### config.mk
export PLATFORM = sky130hd
export DESIGN_NAME = chunked_serial_adder_flat
export DESIGN_NICKNAME = d
export VERILOG_FILES = /design/src/rtl/chunked_serial_adder_if.sv /design/src/rtl/chunked_serial_adder.sv /design/src/flat_wrapper.sv
export SDC_FILE = /design/constraint.sdc
export NUM_CORES = 1
export LEC_CHECK = 0
export ABC_CLOCK_PERIOD_IN_PS = 2950
export CORE_AREA = 2 2 92 94
export DETAILED_ROUTE_END_ITERATION = 6
export DIE_AREA = 0 0 94 96
export MAX_ROUTING_LAYER = met4
export PLACE_DENSITY = 0.62
export SYNTH_ARGS = -nofsm -noshare
export SYNTH_HDL_FRONTEND = slang
export SYNTH_SLANG_ARGS = --single-unit
### constraint.sdc
create_clock -name clk_in -period 2.95 [get_ports clk_in]
set_input_delay 0.59 -clock clk_in [delete_from_list [all_inputs] [get_ports clk_in]]
set_output_delay 0.59 -clock clk_in [all_outputs]
set_load 0.02 [all_outputs]
### src/rtl/chunked_serial_adder_if.sv
`default_nettype none
// ============================================================================
// Module   : chunked_serial_adder_if
// Purpose  : Start/ready request bundle and result bundle for the chunked
//            serial add/subtract unit.
// Revision : 1.0 - initial release
// ============================================================================
interface chunked_serial_adder_if #(
   parameter int WIDTH = 16
) ();

   // Request side
   logic             start_in;
   logic             sub_in;
   logic [WIDTH-1:0] a_in;
   logic [WIDTH-1:0] b_in;
   logic             c_in;

   // Status and result side
   logic             ready_out;
   logic             busy_out;
   logic [WIDTH-1:0] sum_out;
   logic             c_out;
   logic             ovf_out;
   logic             done_out;

   // Requester: drives operands and start, observes status and result
   modport master (
      output start_in, sub_in, a_in, b_in, c_in,
      input  ready_out, busy_out, sum_out, c_out, ovf_out, done_out
   );

   // Adder: consumes operands and start, produces status and result
   modport slave (
      input  start_in, sub_in, a_in, b_in, c_in,
      output ready_out, busy_out, sum_out, c_out, ovf_out, done_out
   );

endinterface
`default_nettype wire

### src/rtl/chunked_serial_adder.sv
`default_nettype none
// ============================================================================
// Module   : chunked_serial_adder
// Purpose  : Multi-cycle add/subtract. WIDTH-bit operands are summed CHUNK
//            bits per clock, LSB chunk first, with a registered carry between
//            chunks. Subtraction is A + ~B + 1 with c_in acting as borrow-in.
// Revision : 1.0 - initial release
// ============================================================================
module chunked_serial_adder #(
   parameter int WIDTH = 16,
   parameter int CHUNK = 4
) (
   input  logic                  clk_in,
   input  logic                  rst_in,
   chunked_serial_adder_if.slave bus
);

   // Cycles per operation; derived, never overridden
   localparam int NCHUNK   = (CHUNK > 0) ? (WIDTH / CHUNK) : 1;
   localparam int CNT_W    = (NCHUNK > 1) ? $clog2(NCHUNK) : 1;
   localparam logic [CNT_W-1:0] LAST_CNT = CNT_W'(NCHUNK - 1);

   // Reject chunk sizes that do not tile the operand exactly
   generate
      if ((CHUNK < 1) || (CHUNK > WIDTH)) begin : g_chunk_range_err
         $error("chunked_serial_adder: CHUNK must be in 1..WIDTH");
      end else if ((WIDTH % CHUNK) != 0) begin : g_chunk_div_err
         $error("chunked_serial_adder: CHUNK must divide WIDTH");
      end
   endgenerate

   typedef enum logic [0:0] {
      IDLE = 1'b0,
      RUN  = 1'b1
   } state_t;

   state_t              r_state;
   logic [CNT_W-1:0]    r_cnt;
   logic [WIDTH-1:0]    r_a;        // latched operand A
   logic [WIDTH-1:0]    r_b;        // latched effective operand B (inverted for subtract)
   logic                r_carry;    // carry between chunks
   logic [WIDTH-1:0]    r_work;     // partially assembled sum
   logic [WIDTH-1:0]    r_sum;
   logic                r_c;
   logic                r_ovf;
   logic                r_done;

   logic [CHUNK-1:0]    w_a_chunk;
   logic [CHUNK-1:0]    w_b_chunk;
   logic [CHUNK-1:0]    w_chunk_sum;
   logic                w_carry_next;
   logic [WIDTH-1:0]    w_work_next;
   logic                w_ovf;

   // Select the operand chunks addressed by the chunk counter
   always_comb begin
      w_a_chunk = '0;
      w_b_chunk = '0;
      for (int i = 0; i < NCHUNK; i++) begin
         if (r_cnt == CNT_W'(i)) begin
            w_a_chunk = r_a[i*CHUNK +: CHUNK];
            w_b_chunk = r_b[i*CHUNK +: CHUNK];
         end
      end
   end

   // One CHUNK-bit ripple slice; the extra bit is the carry into the next chunk
   assign {w_carry_next, w_chunk_sum} = {1'b0, w_a_chunk}
                                      + {1'b0, w_b_chunk}
                                      + {{CHUNK{1'b0}}, r_carry};

   // Merge the freshly computed chunk into the working sum
   always_comb begin
      w_work_next = r_work;
      for (int i = 0; i < NCHUNK; i++) begin
         if (r_cnt == CNT_W'(i)) begin
            w_work_next[i*CHUNK +: CHUNK] = w_chunk_sum;
         end
      end
   end

   // Signed overflow: like-signed operands producing a result of the other sign
   assign w_ovf = (r_a[WIDTH-1] == r_b[WIDTH-1]) && (w_work_next[WIDTH-1] != r_a[WIDTH-1]);

   // Control FSM, datapath registers and registered results
   always_ff @(posedge clk_in or posedge rst_in) begin
      if (rst_in) begin
         r_state <= IDLE;
         r_cnt   <= '0;
         r_a     <= '0;
         r_b     <= '0;
         r_carry <= 1'b0;
         r_work  <= '0;
         r_sum   <= '0;
         r_c     <= 1'b0;
         r_ovf   <= 1'b0;
         r_done  <= 1'b0;
      end else begin
         r_done <= 1'b0;
         case (r_state)
            IDLE: begin
               if (bus.start_in) begin
                  r_a     <= bus.a_in;
                  r_b     <= bus.sub_in ? ~bus.b_in : bus.b_in;
                  r_carry <= bus.c_in ^ bus.sub_in;
                  r_cnt   <= '0;
                  r_state <= RUN;
               end
            end
            RUN: begin
               // start_in is deliberately ignored here: no queueing
               r_work  <= w_work_next;
               r_carry <= w_carry_next;
               if (r_cnt == LAST_CNT) begin
                  r_sum   <= w_work_next;
                  r_c     <= w_carry_next;
                  r_ovf   <= w_ovf;
                  r_done  <= 1'b1;
                  r_cnt   <= '0;
                  r_state <= IDLE;
               end else begin
                  r_cnt <= r_cnt + CNT_W'(1);
               end
            end
            default: begin
               r_state <= IDLE;
            end
         endcase
      end
   end

   assign bus.ready_out = (r_state == IDLE);
   assign bus.busy_out  = (r_state == RUN);
   assign bus.sum_out   = r_sum;
   assign bus.c_out     = r_c;
   assign bus.ovf_out   = r_ovf;
   assign bus.done_out  = r_done;

endmodule
`default_nettype wire

### src/flat_wrapper.sv
// flat-port wrapper written by rule: the top's interface ports become plain ports
module chunked_serial_adder_flat 
#(
   parameter int WIDTH = 16,
   parameter int CHUNK = 4
)
  (clk_in, rst_in, bus_start_in, bus_sub_in, bus_a_in, bus_b_in, bus_c_in, bus_ready_out, bus_busy_out, bus_sum_out, bus_c_out, bus_ovf_out, bus_done_out);
  chunked_serial_adder_if #(.WIDTH(WIDTH)) bus_i ();
  input  logic clk_in;
  input  logic rst_in;
  input wire logic [$bits(bus_i.start_in)-1:0] bus_start_in;
  input wire logic [$bits(bus_i.sub_in)-1:0] bus_sub_in;
  input wire logic [$bits(bus_i.a_in)-1:0] bus_a_in;
  input wire logic [$bits(bus_i.b_in)-1:0] bus_b_in;
  input wire logic [$bits(bus_i.c_in)-1:0] bus_c_in;
  output wire logic [$bits(bus_i.ready_out)-1:0] bus_ready_out;
  output wire logic [$bits(bus_i.busy_out)-1:0] bus_busy_out;
  output wire logic [$bits(bus_i.sum_out)-1:0] bus_sum_out;
  output wire logic [$bits(bus_i.c_out)-1:0] bus_c_out;
  output wire logic [$bits(bus_i.ovf_out)-1:0] bus_ovf_out;
  output wire logic [$bits(bus_i.done_out)-1:0] bus_done_out;
  assign bus_i.start_in = bus_start_in;
  assign bus_i.sub_in = bus_sub_in;
  assign bus_i.a_in = bus_a_in;
  assign bus_i.b_in = bus_b_in;
  assign bus_i.c_in = bus_c_in;
  assign bus_ready_out = bus_i.ready_out;
  assign bus_busy_out = bus_i.busy_out;
  assign bus_sum_out = bus_i.sum_out;
  assign bus_c_out = bus_i.c_out;
  assign bus_ovf_out = bus_i.ovf_out;
  assign bus_done_out = bus_i.done_out;
  chunked_serial_adder #(.WIDTH(WIDTH), .CHUNK(CHUNK)) u_core (.clk_in(clk_in), .rst_in(rst_in), .bus(bus_i));
endmodule
==> results.txt <==
The number of hold buffers added after CTS was 0. The highest layer touched by signal routing is met4. The signed area change from the synthesized netlist to the final layout is 29.8%. In this run the most critical hold path is launched from u_core.bus.sum_out[8].

Synthesis produced a netlist whose cell count is 314. The timing-limited maximum frequency came out at 0.363 GHz. The remaining design rule violation count is 0. The worst setup path is of the register to register kind. The ratio of routed vias to standard cells came out at a little under 5. The antenna diode instance count came out at 0. The analysis attributes to net switching a power of 1.94 mW.

Net switching is 39.8% of the power. The routed design uses ~3.0 mm of met2 wire. Yosys printed 0 warnings. Detailed placement finished with a half-perimeter wire length of 4.82 mm. Of the available clock period, the critical path in the final layout requires 93.5%. The number of max-slew violations in the final report is 0. The critical path starts at u_core.r_cnt[0]. The sum of met3 wire segment lengths after detailed routing came out at between 300 and 400 µm. The count of state elements after synthesis came out at 67. Setup repair after global routing could not meet its margin everywhere. Walking the worst path, the cells encountered are inv_1 > ha_1 > buf_4 > a21oi_1 > o21ai_0 > ha_1 > a21oi_1 > a21boi_1 > or4_1 > a31oi_1. At the placement stage, the worst setup path has a slack of 0.137 ns.

The startpoint identified for the worst register-to-register timing path is u_core.r_cnt[0]. The number of global-route vias before repair came out at ~2300. The signal arrival time at the worst endpoint is 3.03 ns.

The net count of the finished layout is 419. The total standard cell area after synthesis is 3170 µm². The cell sitting at the root of the clock tree is a sky130_fd_sc_hd__clkbuf_8. The share of the synthesized area in the top cell type came out at 52.9%. Summed over all cells, the static leakage comes to 1.76 nW.

The core area is 8050 µm². The share of synthesized area occupied by flip-flops and latches is between 50 and 60%. The effective utilization at floorplan came out at 39.3%.

The area enclosed by the die boundary came out at 9020 µm². The residual overflow from global routing came out at 0. The hold violation count in the final report is 0. The max-capacitance violation count is 0. After synthesis, the cell types taking the most area are sky130_fd_sc_hd__dfrtp_1, sky130_fd_sc_hd__o21ai_0, sky130_fd_sc_hd__nand2_1. After clock tree synthesis, the clock-pin slew on the worst setup and hold paths is 0.07 ns. The kind of path behind the tightest hold check is register to register. The count of nets left with antenna violations once routing finished came out at 0. The final count of negative-setup-slack endpoints came out at 0. At the pin with the least slew margin, the transition time is around 0.70 ns. The worst setup skew after layout is 0.00976 ns. The mean routed wirelength per cell came out at 13.6 µm. The kind of capture point of the worst setup path is a register. The global-route wire length before repair is 11.1 mm.

The clock network burns 16.4% of the power. Entering global routing, the biggest net connects 39 pins. The clock latency on the worst-skew pair came out at 0.35 ns.

The worst path required time came out at between 3 and 4 ns. The share of total power in sequential cells is approximately a third. The time the worst path needs with I/O delays and setup is 2.76 ns. The post-synthesis average cell area came out at between 10 and 15 µm².

For this design the top-level I/O count stands at 58. The run finished with clean final reports. The final RePlAce weighted congestion came out at ~0.8. Counting the buffers created by CTS gives 9. The remaining max-slew budget at the tightest pin is 53.3%.

The first-pass iteration count of the detailed router is 4. Combinational logic is responsible for 50.2% of the overall power. The initial antenna violation count was 0. The largest individual stage delay along the critical path comes from the cell sky130_fd_sc_hd__or4_1. The total length of routed wires is approximately 6.6 mm. The total number of clock tree sinks is 67.

On the final layout, the worst hold slack is between 0.4 and 0.5 ns. The die is approximately 94 µm wide. The finished cells cover around 4000 µm². The first-iteration detailed-routing DRC count came out at 56.

The layout cell share with drive strength beyond 1 is 13.0%. The total placed instance area is 3890 µm². The number of buffers on the longest clock path came out at 2. The worst stage delay on the critical path is 0.47 ns. The number of vias after detailed routing is 2379. The worst vdd rail ir drop came out at roughly 0.00043 V. The row count came out at 33. In the global route stage, overall resource usage came out at approximately 17%. In the post-route analysis, the smallest setup slack over all paths is 0.192 ns.

TritonCTS built the clock tree. The total internal power is 2.94 mW. The port buffer count is 57. The post-synthesis net count came out at 360. STA classifies the critical path startpoint as a register.

The overall die height is 96 µm. The number of levels in the clock H-tree came out at 3. The number of distinct library cells after synthesis came out at 28. The power per standard cell area came out at 1190 nW/µm².

sky130_fd_sc_hd__dfrtp_1 takes more of the synthesized area than any other cell. The length of routed wiring on met1 is 3.07 mm. The maximum fanout along the worst path is 11.
metrics by stage:
stage          power [mW]  utilization [%]  setup TNS (ns)  instances
2_1_floorplan        3.23                -               0        314
3_3_place_gp         4.04             48.3               0        467
3_5_place_dp         4.08             48.3               0        467
4_1_cts              4.88             50.9               0        483
5_1_grt              5.32             51.1         -0.0186        483
6_report             4.88             51.1               0        483
cells in the final DEF (no fill, tap or decap):
cell type                         synthesis  layout
sky130_fd_sc_hd__a21boi_1                 1       1
sky130_fd_sc_hd__a21o_2                   1       1
sky130_fd_sc_hd__a21oi_1                 20      19
sky130_fd_sc_hd__a21oi_2                  0       1
sky130_fd_sc_hd__a221oi_1                 2       1
sky130_fd_sc_hd__a221oi_2                 0       1
sky130_fd_sc_hd__a31oi_1                  1       1
sky130_fd_sc_hd__and3b_1                  1       1
sky130_fd_sc_hd__buf_12                   0       2
sky130_fd_sc_hd__buf_4                    0       9
sky130_fd_sc_hd__bufinv_16                0       1
sky130_fd_sc_hd__clkbuf_1                 9       3
sky130_fd_sc_hd__clkbuf_8                 0      12
sky130_fd_sc_hd__clkdlybuf4s50_1          0      57
sky130_fd_sc_hd__dfrtp_1                 67      67
sky130_fd_sc_hd__fa_1                     2       2
sky130_fd_sc_hd__ha_1                     7       5
sky130_fd_sc_hd__ha_2                     0       2
sky130_fd_sc_hd__inv_1                    8       7
sky130_fd_sc_hd__inv_2                    0       1
sky130_fd_sc_hd__mux2_2                  19      19
sky130_fd_sc_hd__mux2i_1                  6       6
sky130_fd_sc_hd__nand2_1                 65      65
sky130_fd_sc_hd__nand3b_1                 7       7
sky130_fd_sc_hd__nor2_1                   2       2
sky130_fd_sc_hd__nor2b_1                  4       4
sky130_fd_sc_hd__nor3_1                   2       2
sky130_fd_sc_hd__nor3b_1                  3       3
sky130_fd_sc_hd__o211ai_1                 2       2
sky130_fd_sc_hd__o21ai_0                 51      49
sky130_fd_sc_hd__o21ai_1                  0       2
sky130_fd_sc_hd__o31ai_1                  2       2
sky130_fd_sc_hd__or2_1                    1       1
sky130_fd_sc_hd__or3_1                    1       1
sky130_fd_sc_hd__or4_1                    1       1
sky130_fd_sc_hd__xnor2_1                 18      18
kinds of logic (layout without fill, tap and decap cells):
group / Yosys count / in the layout / share of synthesized area, %
multiplexers: 25 / 25 / 8.65
buffers and inverters: 28 / 92 / 3.67
AND/OR/NAND/NOR: 87 / 87 / 12.3
flip-flops: 67 / 67 / 52.9
XOR/XNOR: 18 / 18 / 4.98
adder cells (fa/ha/maj): 9 / 9 / 4.03
AO/OA/AOI/OAI: 80 / 80 / 13.4
per-layer routing:
layer,track usage (%),up-vias
li1,-,1179
met3,4.93,15
met5,-,-
met1,20.7,1112
met4,8.45,0
met2,25.4,73
final cells by class:
class	instances	area, µm²
clock inverters	1	30.0
inverters	8	30.0
repair buffers	68	678
clock buffers	15	176
fillers	765	3940
flip-flops and latches	67	1680
well taps	105	131
multi-input cells	219	1390
registers in the layout, summed over array words and instances (netlist names):
| register | cells |
|---|---|
| u_core.r_b | 16 |
| u_core.bus.busy_out | 1 |
| u_core.r_carry | 1 |
| u_core.r_a | 16 |
| u_core.r_cnt | 2 |
| u_core.bus.done_out | 1 |
| u_core.bus.sum_out | 16 |
| u_core.bus.c_out | 1 |
| u_core.r_work | 12 |
| u_core.bus.ovf_out | 1 |
worst max-delay path: cells and delay by family (launching register included):
family | cells | cell delay, ns
AOI/OAI and AO/OA | 5 | 0.78
adders and majority gates | 2 | 0.65
DFF | 1 | 0.41
buffers and inverters | 2 | 0.37
and+or+nand+nor | 1 | 0.47
Yosys cell counts:
library cell	instances
sky130_fd_sc_hd__nand2_1	65
sky130_fd_sc_hd__a31oi_1	1
sky130_fd_sc_hd__ha_1	7
sky130_fd_sc_hd__a21o_2	1
sky130_fd_sc_hd__a21boi_1	1
sky130_fd_sc_hd__mux2i_1	6
sky130_fd_sc_hd__fa_1	2
sky130_fd_sc_hd__and3b_1	1
sky130_fd_sc_hd__o211ai_1	2
sky130_fd_sc_hd__mux2_2	19
sky130_fd_sc_hd__dfrtp_1	67
sky130_fd_sc_hd__xnor2_1	18
sky130_fd_sc_hd__nor3_1	2
sky130_fd_sc_hd__a221oi_1	2
sky130_fd_sc_hd__nor2_1	2
sky130_fd_sc_hd__or2_1	1
sky130_fd_sc_hd__or3_1	1
sky130_fd_sc_hd__nor2b_1	4
sky130_fd_sc_hd__or4_1	1
sky130_fd_sc_hd__clkbuf_1	9
sky130_fd_sc_hd__nor3b_1	3
sky130_fd_sc_hd__buf_2	9
sky130_fd_sc_hd__nand3b_1	7
sky130_fd_sc_hd__buf_1	2
sky130_fd_sc_hd__o31ai_1	2
sky130_fd_sc_hd__a21oi_1	20
sky130_fd_sc_hd__inv_1	8
sky130_fd_sc_hd__o21ai_0	51
path summary, 6_finish.rpt:
kind | to | slack [ns] | cells past startpoint
max | u_core.bus.ovf_out | 0.19 | 10
min | u_core.bus.sum_out[8] | 0.48 | 2
max reg2reg | u_core.bus.ovf_out | 0.19 | 10
min reg2reg | u_core.bus.sum_out[8] | 0.48 | 2
max in group asynchronous | u_core.r_a[11] | 1.67 | 3
min in group asynchronous | u_core.r_b[3] | 0.66 | 2
power by group through the flow:
stage          Clock (mW)  Combinational, mW  Sequential [mW]
6_report            0.800               2.45             1.63
5_1_grt             0.864               2.78             1.68
4_1_cts             0.812               2.45             1.63
3_5_place_dp            0               2.44             1.64
3_3_place_gp            0               2.40             1.63
2_1_floorplan           0               1.55             1.68
timing repair:
action,in CTS,in global routing
gates resized for setup,0,6
buffers inserted,0,0
setup endpoints to repair,0,15
Note: power is estimated with default switching activity, not from simulation.
